**src/rtl/div_three_tx_if.sv**
```systemverilog
// Parallel-in handshake and framed serial-out bundle for the div-by-3 transmitter.
// master is the word producer / serial consumer side, slave is the transmitter.
interface div_three_tx_if #(
  parameter int WIDTH = 8,
  parameter int LEN_W = 4
);
  logic             in_valid;
  logic             in_ready;
  logic [WIDTH-1:0] in_word;
  logic [LEN_W-1:0] in_len;
  logic             out_data;
  logic             out_data_start;
  logic             out_data_finish;
  logic             out_busy;
  logic             out_done;
  logic [1:0]       out_rem;
  logic             out_is_div_three;

  modport master (
    output in_valid, in_word, in_len,
    input  in_ready, out_data, out_data_start, out_data_finish,
    input  out_busy, out_done, out_rem, out_is_div_three
  );

  modport slave (
    input  in_valid, in_word, in_len,
    output in_ready, out_data, out_data_start, out_data_finish,
    output out_busy, out_done, out_rem, out_is_div_three
  );
endinterface

```
**src/rtl/div_three_tx.sv**
```systemverilog
// Serial MSB-first transmitter with start/finish framing and a running mod-3
// reference of the bits sent, reported on the cycle after the last bit.
module div_three_tx #(
  parameter int WIDTH = 8,
  parameter int LEN_W = 4
) (
  input  logic          clk,
  input  logic          rst_n,
  div_three_tx_if.slave bus
);

  localparam logic [0:0]       IDLE    = 1'b0;
  localparam logic [0:0]       SEND    = 1'b1;
  localparam logic [LEN_W-1:0] WIDTH_L = LEN_W'(WIDTH);
  localparam logic [LEN_W-1:0] ONE_L   = LEN_W'(1);

  // Appending bit b to a value with remainder r gives remainder (2r + b) mod 3.
  function automatic logic [1:0] mod3_step(input logic [1:0] r, input logic b);
    logic [1:0] nxt;
    case ({r, b})
      3'b000:  nxt = 2'd0;
      3'b001:  nxt = 2'd1;
      3'b010:  nxt = 2'd2;
      3'b011:  nxt = 2'd0;
      3'b100:  nxt = 2'd1;
      3'b101:  nxt = 2'd2;
      default: nxt = 2'd0;
    endcase
    return nxt;
  endfunction

  logic [0:0]       state_q, state_d;
  logic [WIDTH-1:0] shift_q, shift_d;
  logic [LEN_W-1:0] cnt_q, cnt_d;
  logic [1:0]       acc_q, acc_d;
  logic             data_q, data_d;
  logic             start_q, start_d;
  logic             finish_q, finish_d;
  logic             busy_q, busy_d;
  logic             done_q, done_d;
  logic [1:0]       rem_q, rem_d;
  logic             div3_q, div3_d;

  logic [LEN_W-1:0] len_eff;
  logic [WIDTH-1:0] aligned;

  // Out-of-range lengths (0 or above WIDTH) fall back to a full word.
  always_comb begin
    len_eff = WIDTH_L;
    if ((bus.in_len != '0) && (bus.in_len <= WIDTH_L)) begin
      len_eff = bus.in_len;
    end
  end

  // Left-justify the word so bit L-1 sits at the MSB and unused bits shift out.
  assign aligned = bus.in_word << (WIDTH_L - len_eff);

  always_comb begin
    state_d  = state_q;
    shift_d  = shift_q;
    cnt_d    = cnt_q;
    acc_d    = acc_q;
    data_d   = 1'b0;
    start_d  = 1'b0;
    finish_d = 1'b0;
    busy_d   = 1'b0;
    done_d   = 1'b0;
    rem_d    = rem_q;
    div3_d   = div3_q;

    case (state_q)
      IDLE: begin
        if (bus.in_valid) begin
          state_d  = SEND;
          data_d   = aligned[WIDTH-1];
          shift_d  = aligned << 1;
          cnt_d    = len_eff - ONE_L;
          acc_d    = mod3_step(2'd0, aligned[WIDTH-1]);
          start_d  = 1'b1;
          finish_d = (len_eff == ONE_L);
          busy_d   = 1'b1;
          rem_d    = 2'd0;
          div3_d   = 1'b1;
        end
      end
      default: begin
        // cnt_q counts bits still to present after the one currently on out_data.
        if (cnt_q != '0) begin
          data_d   = shift_q[WIDTH-1];
          shift_d  = shift_q << 1;
          cnt_d    = cnt_q - ONE_L;
          acc_d    = mod3_step(acc_q, shift_q[WIDTH-1]);
          finish_d = (cnt_q == ONE_L);
          busy_d   = 1'b1;
        end else begin
          state_d = IDLE;
          done_d  = 1'b1;
          rem_d   = acc_q;
          div3_d  = (acc_q == 2'd0);
        end
      end
    endcase
  end

  always_ff @(posedge clk or negedge rst_n) begin
    if (!rst_n) begin
      state_q  <= IDLE;
      shift_q  <= '0;
      cnt_q    <= '0;
      acc_q    <= 2'd0;
      data_q   <= 1'b0;
      start_q  <= 1'b0;
      finish_q <= 1'b0;
      busy_q   <= 1'b0;
      done_q   <= 1'b0;
      rem_q    <= 2'd0;
      div3_q   <= 1'b1;
    end else begin
      state_q  <= state_d;
      shift_q  <= shift_d;
      cnt_q    <= cnt_d;
      acc_q    <= acc_d;
      data_q   <= data_d;
      start_q  <= start_d;
      finish_q <= finish_d;
      busy_q   <= busy_d;
      done_q   <= done_d;
      rem_q    <= rem_d;
      div3_q   <= div3_d;
    end
  end

  assign bus.in_ready         = (state_q == IDLE);
  assign bus.out_data         = data_q;
  assign bus.out_data_start   = start_q;
  assign bus.out_data_finish  = finish_q;
  assign bus.out_busy         = busy_q;
  assign bus.out_done         = done_q;
  assign bus.out_rem          = rem_q;
  assign bus.out_is_div_three = div3_q;

endmodule
```
**src/flat_wrapper.sv**
```systemverilog
// flat-port wrapper written by rule: the top's interface ports become plain ports
module div_three_tx_flat 
#(
  parameter int WIDTH = 8,
  parameter int LEN_W = 4
)
  (clk, rst_n, bus_in_valid, bus_in_word, bus_in_len, bus_in_ready, bus_out_data, bus_out_data_start, bus_out_data_finish, bus_out_busy, bus_out_done, bus_out_rem, bus_out_is_div_three);
  div_three_tx_if #(.WIDTH(WIDTH), .LEN_W(LEN_W)) bus_i ();
  input  logic clk;
  input  logic rst_n;
  input wire logic [$bits(bus_i.in_valid)-1:0] bus_in_valid;
  input wire logic [$bits(bus_i.in_word)-1:0] bus_in_word;
  input wire logic [$bits(bus_i.in_len)-1:0] bus_in_len;
  output wire logic [$bits(bus_i.in_ready)-1:0] bus_in_ready;
  output wire logic [$bits(bus_i.out_data)-1:0] bus_out_data;
  output wire logic [$bits(bus_i.out_data_start)-1:0] bus_out_data_start;
  output wire logic [$bits(bus_i.out_data_finish)-1:0] bus_out_data_finish;
  output wire logic [$bits(bus_i.out_busy)-1:0] bus_out_busy;
  output wire logic [$bits(bus_i.out_done)-1:0] bus_out_done;
  output wire logic [$bits(bus_i.out_rem)-1:0] bus_out_rem;
  output wire logic [$bits(bus_i.out_is_div_three)-1:0] bus_out_is_div_three;
  assign bus_i.in_valid = bus_in_valid;
  assign bus_i.in_word = bus_in_word;
  assign bus_i.in_len = bus_in_len;
  assign bus_in_ready = bus_i.in_ready;
  assign bus_out_data = bus_i.out_data;
  assign bus_out_data_start = bus_i.out_data_start;
  assign bus_out_data_finish = bus_i.out_data_finish;
  assign bus_out_busy = bus_i.out_busy;
  assign bus_out_done = bus_i.out_done;
  assign bus_out_rem = bus_i.out_rem;
  assign bus_out_is_div_three = bus_i.out_is_div_three;
  div_three_tx #(.WIDTH(WIDTH), .LEN_W(LEN_W)) u_core (.clk(clk), .rst_n(rst_n), .bus(bus_i));
endmodule
```
**config.mk**
```make
export PLATFORM = sky130hd
export DESIGN_NAME = div_three_tx_flat
export DESIGN_NICKNAME = d
export VERILOG_FILES = /design/src/rtl/div_three_tx_if.sv /design/src/rtl/div_three_tx.sv /design/src/flat_wrapper.sv
export SDC_FILE = /design/constraint.sdc
export NUM_CORES = 1
export LEC_CHECK = 0
export CAP_MARGIN = 20
export CORE_ASPECT_RATIO = 1.25
export CORE_MARGIN = 10
export CORE_UTILIZATION = 47
export DETAILED_ROUTE_END_ITERATION = 8
export PLACE_DENSITY = 0.78
export SETUP_SLACK_MARGIN = 0.05
export SLEW_MARGIN = 20
export SYNTH_ARGS = -nofsm -noshare
export SYNTH_HDL_FRONTEND = slang
export SYNTH_SLANG_ARGS = --single-unit
```
**constraint.sdc**
```tcl
create_clock -name clk -period 1.95 [get_ports clk]
set_input_delay 0.2925 -clock clk [delete_from_list [all_inputs] [get_ports clk]]
set_output_delay 0.2925 -clock clk [all_outputs]
set_load 0.01 [all_outputs]
```
==> flow_summary.ini <==
[synthesis]
yosysWarningCount = 0
syn_inst = 146
syn-num-nets = 165
seq_area_frac_synth_pct = 38.9
yosysUniqueCellTypes = 50
yosysMostFrequentCell = dfrtp_1
synth-seq-cells = 21
synth_top_area_cell = dfrtp_1
synth_edf_count = 0
yosys-top-cells-area = dfrtp_1 37%, mux2i_1 5.2%, o21ai_0 4.1%, nor2_1 3.9%, ha_1 3.7%
ys_top_cells_by_count = 20 x dfrtp_1, 14 x nor2_1, 12 x nand2_1
syn_area_per_cell_sq_um = 9.28
synth_area_sq_mm = 0.00136
yosys_most_used_dff = dfrtp_1
yosysTopAreaCellShare_pct = 36.9
synthArstFlopShare_pct = 100

[finish]
drive_gt1_share_pct = 22.0
design_area_sq_mm = 0.00183
n_antenna_cell = 0
n_fill_cell = 237
finalNetCount = 206
multi_input_comb_area_sq_um = 822
regArea_sq_um = 527
area_growth_pct = 35.3
fin_util_pct = 67.1

[place]
numPortBuffers = 23
place_ws_ps = -422
dp.final_hpwl_um = 2840
place_area_sq_mm = 0.00174
place.gp.congestion = 0.952

[worst_setup_path]
reg2regPathDepth = 6
ff2ff_setup_slack_ps = 160
crit_fanout = 5
crit_path_end_kind = flop
r2r-end = u_core.shift_q[7]
start_kind = input pin
critPathArrivalTime_ps = 2080
path_class = input pin to flop
r2r_start = u_core.cnt_q[0]
cp.required_ps = 2120

[timing]
finalCritPeriodShare_pct = 97.7
fin_ws_ps = 44.6
finalSetupViolations = 0
drv_slew = 0
max_freq_ghz = 0.525
rsz0062_at_grt = true
worstMarginPinSlew_ps = 326
relSlewSlack_pct = 78.1
finalHoldViolCount = 0
finClkSkew_ps = 10.5
fin_crit_ps = 1910

[power]
switching_power_mw = 0.747
p_comb_share_pct = 50.0
intPower_mw = 1.17
total_power_mw = 1.92
p_per_area_mw_per_mm2 = 1050
switching_share_pct = 38.9
p_leak_nw = 0.812
ir_worst_vdd_mv = 0.586
power.share.clock_pct = 10.9
pwr-share-seq_pct = 39.0

[cts]
h-tree-depth = 1
path_clk_slew_ps = 120
cts_buffer_depth = 2
tritoncts = done
hold_buffers = 0
root_buffer = clkbuf_4
insertion_delay_ps = 310
cts_inserted_buffers = 3
clock_sinks = 21

[grt]
grt_usage_pct = 14.5
grt_max_degree = 22
grt_pass1_vias = 1370
grt_pass1_wl_um = 6290
antenna_found_initial = 0
grt_overflow = 0

[floorplan]
die_area_sq_mm = 0.00544
die_w_um = 68.0
start_util_pct = 49.6
core_area_sq_mm = 0.00273
die_h_um = 80.0
row_count = 21
io_pins = 24

[drt]
first_iter_violations = 69
drt_pass1_iterations = 4
wire_per_inst_um = 16.4
drc = 0
routed_wl_um = 3620
ant_nets = 0
via_per_inst = 5.85
vias = 1286

[flow_run]
max-cap-violations = 0

[outcome]
status = complete, no violations

[hold_path]
hp-class = input pin to async pin
[through the flow]
step | hold WS (ps) | std cells | TNS [ps]
final | 309 | 220 | 0
after global routing | 331 | 220 | 0
after CTS | 323 | 219 | 0
after detailed placement | 470 | 215 | -2950
after global placement | 464 | 215 | -2350
after floorplan | -3.09 | 146 | 0
[registers in the layout, summed over array words and instances, names as in the netlist, 2 cells and up]
signal	cells
u_core.shift_q	7
u_core.cnt_q	4
u_core.acc_q	2
u_core.bus.out_rem	2
[kinds of logic after synthesis]
| family | count (synthesis) | share of synthesized area, % |
|---|---|---|
| xor gates and xnor gates | 5 | 3.79 |
| and+or+nand+nor | 52 | 20.9 |
| buffers and inverters | 15 | 4.89 |
| adders and majority gates | 4 | 3.69 |
| muxes | 10 | 9.33 |
| DFF | 21 | 38.9 |
| AOI/OAI and AO/OA | 39 | 18.6 |
[layout make-up]
| cell class | instances | share of cell area, % |
|---|---|---|
| Sequential cell | 21 | 28.7 |
| Inverter | 8 | 1.77 |
| Multi-Input combinational cell | 110 | 44.8 |
| Clock buffer | 4 | 1.43 |
| Tap cell | 34 | 2.32 |
| Timing Repair Buffer | 43 | 20.9 |
[metal layers]
metal | global-route usage (%) | share of wire, %
met5 | 0 | 0
met4 | 8.27 | 3.3
met3 | 2.81 | 7.0
met2 | 23.8 | 50
met1 | 16.7 | 39
[power groups by stage]
stage / logic (mW) / clock network, mW / registers, mW
2_1_floorplan: 0.552 / 0 / 0.750
3_5_place_dp: 0.926 / 0 / 0.752
4_1_cts: 0.943 / 0.210 / 0.744
6_report: 0.960 / 0.210 / 0.750
5_1_grt: 1.08 / 0.236 / 0.772
3_3_place_gp: 0.896 / 0 / 0.742
[worst max-delay path, stage by stage]
cell and delay, ps:
clkdlybuf4s50_1 470, nor2b_2 170, inv_2 70, ha_4 190, buf_4 160, mux2i_1 170, o22ai_1 100, o31ai_1 300
nand3_1 150
[timing repair]
action / 4_1_cts / 5_1_grt
pin swaps: 1 / 0
gates resized for setup: 6 / 8
setup buffers: 0 / 1
setup endpoints to repair: 6 / 9
[layout by cell type (no fill, tap or decap), types with 2 or more instances in the layout]
master and instances:
clkdlybuf4s50_1 22, buf_4 20, dfrtp_1 20, nor2_1 14, nand2_1 11, o21ai_0 10
mux2i_1 6, a21oi_1 6, inv_1 5, o22ai_1 5, nand3_1 5, a31oi_1 4
nand3b_1 3, clkbuf_4 3, inv_2 2, o2111ai_1 2, xnor2_2 2, o21ai_1 2
o31ai_1 2, xor2_1 2, a211o_1 2, mux4_2 2, ha_1 2, ha_4 2
[worst max-delay path by stage]
| stage | start | to | slack (ps) | depth (start not counted) |
|---|---|---|---|---|
| finish | bus_in_len[0] | u_core.bus.out_data | 40 | 9 |
| global route | bus_in_len[0] | u_core.bus.out_data | 30 | 9 |
| floorplan | bus_in_len[0] | u_core.shift_q[5] | 60 | 8 |
| CTS | bus_in_len[3] | u_core.bus.out_data | 60 | 9 |
| global placement | bus_in_len[3] | u_core.bus.out_data | -320 | 8 |
| detailed placement | bus_in_len[3] | u_core.bus.out_data | -420 | 8 |
(Power assumes the default switching activity.)
